File: src/rtl/pipe_ctrl.sv
// Hazard and status controller for a five-stage Y86-64 pipeline: per-stage stall/bubble
// controls, first-exception latch with freeze, and saturating hazard performance counters.
module pipe_ctrl #(
  parameter int CNT_W = 32
) (
  input  logic             clk,
  input  logic             reset,
  input  logic [3:0]       D_icode,
  input  logic [3:0]       d_srcA,
  input  logic [3:0]       d_srcB,
  input  logic [3:0]       E_icode,
  input  logic [3:0]       E_dstM,
  input  logic             e_Cnd,
  input  logic [3:0]       M_icode,
  input  logic [2:0]       m_stat,
  input  logic [2:0]       W_stat,
  output logic             F_stall,
  output logic             D_stall,
  output logic             D_bubble,
  output logic             E_bubble,
  output logic             M_bubble,
  output logic             W_stall,
  output logic             halted,
  output logic [2:0]       cpu_stat,
  output logic [CNT_W-1:0] cyc_cnt,
  output logic [CNT_W-1:0] lu_cnt,
  output logic [CNT_W-1:0] misp_cnt,
  output logic [CNT_W-1:0] ret_cnt
);

  // state    | meaning
  // S_RUN    | normal operation, hazard logic drives the pipeline controls
  // S_HALTED | exception reached W; pipeline frozen until reset

  localparam logic [3:0] IJXX    = 4'h7;
  localparam logic [3:0] IMRMOVQ = 4'h5;
  localparam logic [3:0] IRET    = 4'h9;
  localparam logic [3:0] IPOPQ   = 4'hB;
  localparam logic [3:0] RNONE   = 4'hF;
  localparam logic [2:0] SAOK    = 3'd1;
  localparam logic [2:0] SHLT    = 3'd2;
  localparam logic [2:0] SADR    = 3'd3;
  localparam logic [2:0] SINS    = 3'd4;
  localparam logic [CNT_W-1:0] CNT_MAX = '1;

  typedef enum logic {
    S_RUN    = 1'b0,
    S_HALTED = 1'b1
  } state_t;

  state_t           r_state;
  state_t           w_state_nxt;
  logic             r_init;
  logic [2:0]       r_cpu_stat;
  logic [CNT_W-1:0] r_cyc_cnt;
  logic [CNT_W-1:0] r_lu_cnt;
  logic [CNT_W-1:0] r_misp_cnt;
  logic [CNT_W-1:0] r_ret_cnt;

  logic w_lu;
  logic w_mp;
  logic w_rt;
  logic w_m_err;
  logic w_w_err;
  logic w_run;

  function automatic logic f_err(input logic [2:0] s);
    return (s == SHLT) || (s == SADR) || (s == SINS);
  endfunction

  function automatic logic [CNT_W-1:0] f_sat_inc(input logic [CNT_W-1:0] v, input logic en);
    return (en && (v != CNT_MAX)) ? v + 1'b1 : v;
  endfunction

  assign w_lu = ((E_icode == IMRMOVQ) || (E_icode == IPOPQ)) && (E_dstM != RNONE) &&
                ((E_dstM == d_srcA) || (E_dstM == d_srcB));
  assign w_mp = (E_icode == IJXX) && !e_Cnd;
  assign w_rt = (D_icode == IRET) || (E_icode == IRET) || (M_icode == IRET);
  assign w_m_err = f_err(m_stat);
  assign w_w_err = f_err(W_stat);
  assign w_run   = (r_state == S_RUN);

  always_ff @(posedge clk or posedge reset) begin
    if (reset) begin
      r_state <= S_RUN;
    end else begin
      r_state <= w_state_nxt;
    end
  end

  always_comb begin
    w_state_nxt = r_state;
    case (r_state)
      S_RUN:    if (w_w_err) w_state_nxt = S_HALTED;
      S_HALTED: w_state_nxt = S_HALTED;
      default:  w_state_nxt = S_RUN;
    endcase
  end

  // Flush pattern holds from reset assertion until the first edge after release.
  always_ff @(posedge clk or posedge reset) begin
    if (reset) begin
      r_init <= 1'b1;
    end else begin
      r_init <= 1'b0;
    end
  end

  always_comb begin
    F_stall  = 1'b0;
    D_stall  = 1'b0;
    D_bubble = 1'b0;
    E_bubble = 1'b0;
    M_bubble = 1'b0;
    W_stall  = 1'b0;
    if (reset || r_init) begin
      D_bubble = 1'b1;
      E_bubble = 1'b1;
      M_bubble = 1'b1;
    end else begin
      case (r_state)
        S_HALTED: begin
          F_stall  = 1'b1;
          D_stall  = 1'b1;
          E_bubble = 1'b1;
          M_bubble = 1'b1;
          W_stall  = 1'b1;
        end
        default: begin
          F_stall  = w_lu | w_rt;
          D_stall  = w_lu;
          D_bubble = w_mp | (w_rt & !w_lu);
          E_bubble = w_mp | w_lu;
          M_bubble = w_m_err | w_w_err;
          W_stall  = w_w_err;
        end
      endcase
    end
  end

  always_ff @(posedge clk or posedge reset) begin
    if (reset) begin
      r_cpu_stat <= SAOK;
    end else if (w_run && w_w_err) begin
      r_cpu_stat <= W_stat;
    end
  end

  always_ff @(posedge clk or posedge reset) begin
    if (reset) begin
      r_cyc_cnt  <= '0;
      r_lu_cnt   <= '0;
      r_misp_cnt <= '0;
      r_ret_cnt  <= '0;
    end else if (w_run) begin
      r_cyc_cnt  <= f_sat_inc(r_cyc_cnt, 1'b1);
      r_lu_cnt   <= f_sat_inc(r_lu_cnt, w_lu);
      r_misp_cnt <= f_sat_inc(r_misp_cnt, w_mp);
      r_ret_cnt  <= f_sat_inc(r_ret_cnt, w_rt & !w_lu);
    end
  end

  assign halted   = (r_state == S_HALTED);
  assign cpu_stat = r_cpu_stat;
  assign cyc_cnt  = r_cyc_cnt;
  assign lu_cnt   = r_lu_cnt;
  assign misp_cnt = r_misp_cnt;
  assign ret_cnt  = r_ret_cnt;

endmodule
File: config.mk
export PLATFORM = sky130hd
export DESIGN_NAME = pipe_ctrl
export DESIGN_NICKNAME = d
export VERILOG_FILES = /design/src/rtl/pipe_ctrl.sv
export SDC_FILE = /design/constraint.sdc
export NUM_CORES = 1
export LEC_CHECK = 0
export CORE_ASPECT_RATIO = 1.1
export CORE_UTILIZATION = 40
export CTS_BUF_LIST = sky130_fd_sc_hd__clkbuf_16
export CTS_CLUSTER_DIAMETER = 150
export DETAILED_ROUTE_END_ITERATION = 6
export PLACE_DENSITY_LB_ADDON = 0.12
export SLEW_MARGIN = 20
export SYNTH_ARGS = -nofsm -noshare
export SYNTH_HDL_FRONTEND = slang
export SYNTH_SLANG_ARGS = --single-unit
File: constraint.sdc
create_clock -name clk -period 5.5 [get_ports clk]
set_input_delay 1.1 -clock clk [delete_from_list [all_inputs] [get_ports clk]]
set_output_delay 1.1 -clock clk [all_outputs]
set_load 0.02 [all_outputs]
Word level (Yosys, flattened, before mapping)
Cells that the tools add are included.
{"block": "totals", "reg_bits": 133, "in_bits": 33, "out_inout_bits": 138, "wordCells": 72}
{"block": "op_classes", "addsub": 4, "n_eq_ne": 19, "n_mux": 14, "bitwise": 6, "reduce_logical": 22}
{"cell": "$add 32x1->32 const B", "count": 4}
{"cell": "$ne 32x32->1 const B", "count": 4}
{"cell": "$eq 4x4->1 const B", "count": 4}
{"cell": "$mux 1", "count": 13}
{"cell": "$eq 3x2->1 const B", "count": 4}
{"cell": "$logic_or 1x1->1", "count": 9}
{"cell": "$eq 4x3->1 const B", "count": 2}
{"cell": "$eq 4x4->1", "count": 2}
{"cell": "$reduce_and 2->1", "count": 4}
{"cell": "$logic_and 1x1->1", "count": 7}
{"cell": "$eq 3x3->1 const B", "count": 2}
{"cell": "$ne 4x4->1 const B", "count": 1}
{"cell": "$or 1x1->1", "count": 4}
{"cell": "$logic_not 1->1", "count": 2}
{"cell": "$pmux 1 s2", "count": 1}
{"cell": "$and 1x1->1", "count": 1}
{"cell": "$not 1->1", "count": 1}

Longest topological paths before layout
Gate-level depths: netlist of the first run.
{"block": "depth", "ltp_word": 9, "depth_mapped": 9, "ltp_nobuf": 7}

Worst setup path after synthesis of the first run
No wires, ideal clock.
{"block": "synth_timing", "path_type": "input to output", "from": "in E_dstM[1]", "to": "out F_stall", "arrival_ps": 2539, "required_time_ps": 4400, "slack_ps": 1861, "stages": 5, "path_buffers": 0, "path_cell_list": "xor2_1 nor4_4 o2111ai_4 and2_1 a21boi_0"}
{"block": "synth_between", "elab_chain_len": 6, "word_cells_on_any_way": 9, "cone_classes": "eq/ne (3); mux (2); bitwise (1); reduce/logical (3)"}
{"item": "start, declared", "line_no": "12", "text": "input logic [3:0] E_dstM,"}
{"item": "$ne 4x4->1 / $eq 4x4->1 (equally long branches)", "line_no": "75, 76"}
{"item": "$logic_and 1x1->1 / $logic_or 1x1->1 (equally long branches)", "line_no": "75, 76"}
{"item": "$logic_and 1x1->1 (*)", "line_no": "75", "text": "assign w_lu = ((E_icode == IMRMOVQ) || (E_icode == IPOPQ)) && (E_dstM != RNONE) &&"}
{"item": "$or 1x1->1 (*)", "line_no": "130", "text": "F_stall = w_lu | w_rt;"}
{"item": "$mux 1 (*)", "line_no": "121", "text": "case (r_state)"}
{"item": "$mux 1 (*)", "line_no": "116", "text": "if (reset || r_init) begin"}
{"item": "end, declared", "line_no": "17", "text": "output logic F_stall,"}
Every way passes the cells marked *; elsewhere a longest branch is shown, timed or not.

Worst setup path in the final report of the first run
{"block": "layout_timing", "from": "in E_dstM[1]", "to": "out D_stall"}
{"block": "layout_between", "elab_chain_len": 5, "word_cells_on_any_way": 8, "cone_classes": "eq/ne (3); mux (2); reduce/logical (3)"}
{"item": "$ne 4x4->1 / $eq 4x4->1 (equally long branches)", "line_no": "75, 76"}
{"item": "$logic_and 1x1->1 / $logic_or 1x1->1 (equally long branches)", "line_no": "75, 76"}
{"item": "$logic_and 1x1->1 (*)", "line_no": "75"}
{"item": "$mux 1 (*)", "line_no": "121"}
{"item": "$mux 1 (*)", "line_no": "116"}
{"item": "end, declared", "line_no": "18", "text": "output logic D_stall,"}
Marked as above.

==> run_results.csv, run 1 <==
group,metric,value,unit
outcome,outcome,"finished, final reports clean",
setup_path,path_cells,"clkdlybuf4s50_1, xor2_1, nor4_4, o2111ai_4, and2_1, nor3_1, clkdlybuf4s50_1",
min_path,holdCritPathClass,"reg2reg",
routing,drt-pass1-iter-count,4,
setup_path,cp-start-kind,"primary input",
global_route,grt_pass1_wl,26350,um
global_route,grt_usage,20.58,%
sta,rsz0062_at_grt,"false",
power_and_ir_drop,vdd_drop_max,0.0002074,V
final_layout,drive_gt1_share,6.616,%
clock_tree,clkSinkCount,133,
floorplan,die-area,0.01665,mm^2
clock_tree,cts_tree,"done",
routing,detail-route-antenna-nets,0,
final_layout,multiInputGateArea,0.003024,mm^2
sta,relSlewSlack,46.54,%
sta,skew,9.439,ps
final_layout,layout_common_cells,"170 x clkdlybuf4s50_1, 131 x dfrtp_1, 95 x xnor2_1, 53 x nand3_1, 45 x nand4_1",
setup_path,worstPathArrival,3650,ps
clock_tree,htreeDepth,4,
logic_synthesis,yosys.area.top_type_share,50.78,%
setup_path,critPathKind,"in2out",
logic_synthesis,synthesis.instances,593,
sta,max_freq,0.2105,GHz
floorplan,die_width,123.1,um
clock_tree,root_buffer,"clkbuf_16",
routing,drc,0,
logic_synthesis,ys_seq_area_share,51.59,%
sta,hold_ws,486.9,ps
logic_synthesis,yosysWarnings,0,
clock_tree,cts_buffer_depth,2,
global_route,grt_pass1_vias,5192,
sta,finalSetupViolCount,0,
routing,vias,5205,
logic_synthesis,ys_seq_elements,133,
logic_synthesis,synth_edf_count,0,
sta,fin_crit_sh,86.37,%
floorplan,start_util,41.03,%
setup_path,crit_required,4400,ps
routing,avgViaCountPerCell,5.279,
final_layout,syn2layout_area_growth,39.05,%
logic_synthesis,syn_area,0.006456,mm^2
setup_path,max_stage_delay,650,ps
logic_synthesis,synth.distinct_cells,49,
clock_tree,clk_latency,420,ps
setup_path,slowest_stage,"clkdlybuf4s50_1",
power_and_ir_drop,p_leak,3.786,nW
final_layout,final_common_cell,"clkdlybuf4s50_1",
sta,slew_viol_final,0,
routing,finalWirelength,16140,um
global_route,antenna_found_initial,0,
final_layout,num-nets-final,811,
logic_synthesis,synth.net_count,630,
place,portBuffers,170,
global_route,grt_max_degree,58,
floorplan,ios,171,
final_layout,n_antenna_cell,0,
clock_tree,cts_made_buffers,17,
final_layout,regArea,0.003331,mm^2
flow_run,maxCapViolations,0,
place,dp_hpwl,11700,um
power_and_ir_drop,p_per_area,257.5,mW/mm^2
final_layout,fill_cells,1360,
clock_tree,cts_hold_buf,0,
clock_tree,cts_setup_buffers,0,
routing,drt_iter0_markers,182,
floorplan,rows,48,
clock_tree,cts_resized,0,
place,gp_congestion,0.7889,
logic_synthesis,avgSynthCellArea,10.89,um^2
clock_tree,clk_pin_slew,50,ps
logic_synthesis,ys_top_cells_by_area,"dfrtp_1 51%, xnor2_1 13%, xor2_1 5.2%",
logic_synthesis,yosys.area.top_type,"dfrtp_1",
setup_path,crit_buf_inv,2,
sta,setup_tns,0,ps
sta,fin_crit,4751,ps
floorplan,die_h,135.2,um
global_route,grt.overflow.total,0,
logic_synthesis,async_reset_ff_share,100.0,%
floorplan,core_area,0.01574,mm^2
setup_path,cp_common_cell,"clkdlybuf4s50_1",
setup_path,cp-end-kind,"output pin",
setup_path,critPathTopFamily,"buffers and inverters",
logic_synthesis,synth_flop_cell,"dfrtp_1",
sta,worst-slew-pin-transition,799.3,ps
setup_path,path_max_fanout,10,
routing,post_drt_wl_per_cell,16.37,um
sta,hold_viol,0,
[path summary, 6_finish.rpt]
path	to	cells after the start	from	slack, ps
max in group asynchronous	cyc_cnt[18]	3	reset	3160
min in group asynchronous	cpu_stat[1]	2	reset	1280
max	D_stall	7	E_dstM[1]	750
min reg2reg	ret_cnt[26]	1	ret_cnt[26]	490
min	ret_cnt[26]	1	ret_cnt[26]	490
max reg2reg	lu_cnt[31]	6	lu_cnt[5]	2940
[power breakdown]
group	switching, mW	total [mW]	leakage (nW)	internal, mW
clock network	0.409	1.15	0.297	0.744
registers	0.0193	1.02	1.82	0.996
logic	0.0748	0.143	1.67	0.0686
total	0.503	2.31	3.79	1.81
[state kept, by name, summed over array words and instances (netlist names)]
signal / count
cyc_cnt: 32
r_init: 1
misp_cnt: 32
cpu_stat: 3
lu_cnt: 32
ret_cnt: 32
halted: 1
[final cells by class]
cell class | count | area share [%]
inverters | 14 | 0.6132
clock inverters | 14 | 1.868
repair buffers | 173 | 19.21
well taps | 200 | 2.787
multi-input cells | 435 | 33.69
clock buffers | 17 | 4.739
flip-flops and latches | 133 | 37.10
[per-layer routing]
layer	vias to the layer above	GRT usage, %	wire, um	share of wire (%)
li1	2477	-	-	-
met1	2564	25.44	6956	43
met2	144	33.99	8024	50
met3	20	5.598	903	5.6
met4	0	7.965	253	1.6
met5	-	0	0	0
[cells by family (layout without fill, tap and decap cells)]
family / after synthesis / in the layout / share of synthesized area, %
XOR/XNOR: 133 / 133 / 18.04
other: 1 / 1 / 0.05808
buffers and inverters: 25 / 218 / 1.570
AO/OA/AOI/OAI: 21 / 21 / 2.771
adder cells (fa/ha/maj): 4 / 4 / 0.7752
flip-flops: 133 / 133 / 51.59
multiplexers: 5 / 5 / 0.8527
AND/OR/NAND/NOR: 271 / 271 / 24.34
[stage by stage]
step / std cells / worst slack, ps / area, um^2 / power, mW / utilization (%)
CTS: 986 / 723.9 / 8977 / 2.337 / 57.05
global placement: 955 / 796.2 / 8384 / 1.174 / 53.28
floorplan: 593 / 848.9 / 6456 / 1.097 / -
detailed placement: 955 / 730.1 / 8384 / 1.179 / 53.28
finish: 986 / 749.4 / 8977 / 2.312 / 57.05
global route: 986 / 642.2 / 8977 / 2.396 / 57.05
[cells in the mapped netlist, types with 2 or more instances]
cell and number:
nand2b_1 2, dfstp_2 2, nand2_1 44, nor4_4 3, and2_1 6, xnor2_1 95
nor4_1 7, clkbuf_1 5, or4_1 2, ha_1 4, buf_2 6, nand4_1 45
nand3_1 53, nor4b_1 2, or3_1 4, nor3_2 4, nor4bb_1 3, and4_1 13
inv_1 14, xor2_1 38, nor3_1 15, nor2_1 31, nand3b_1 2, nor2_2 2
a21oi_1 6, o21ai_0 4, and3_1 26, dfrtp_1 131, mux2_2 4
(Power assumes the default switching activity.)
==> run 2, diff against run 1 <==
- CTS_CLUSTER_SIZE: not set -> 25
==> results of run 2 <==
Same layout as run 1: the final DEF is identical, and so are final timing and power.
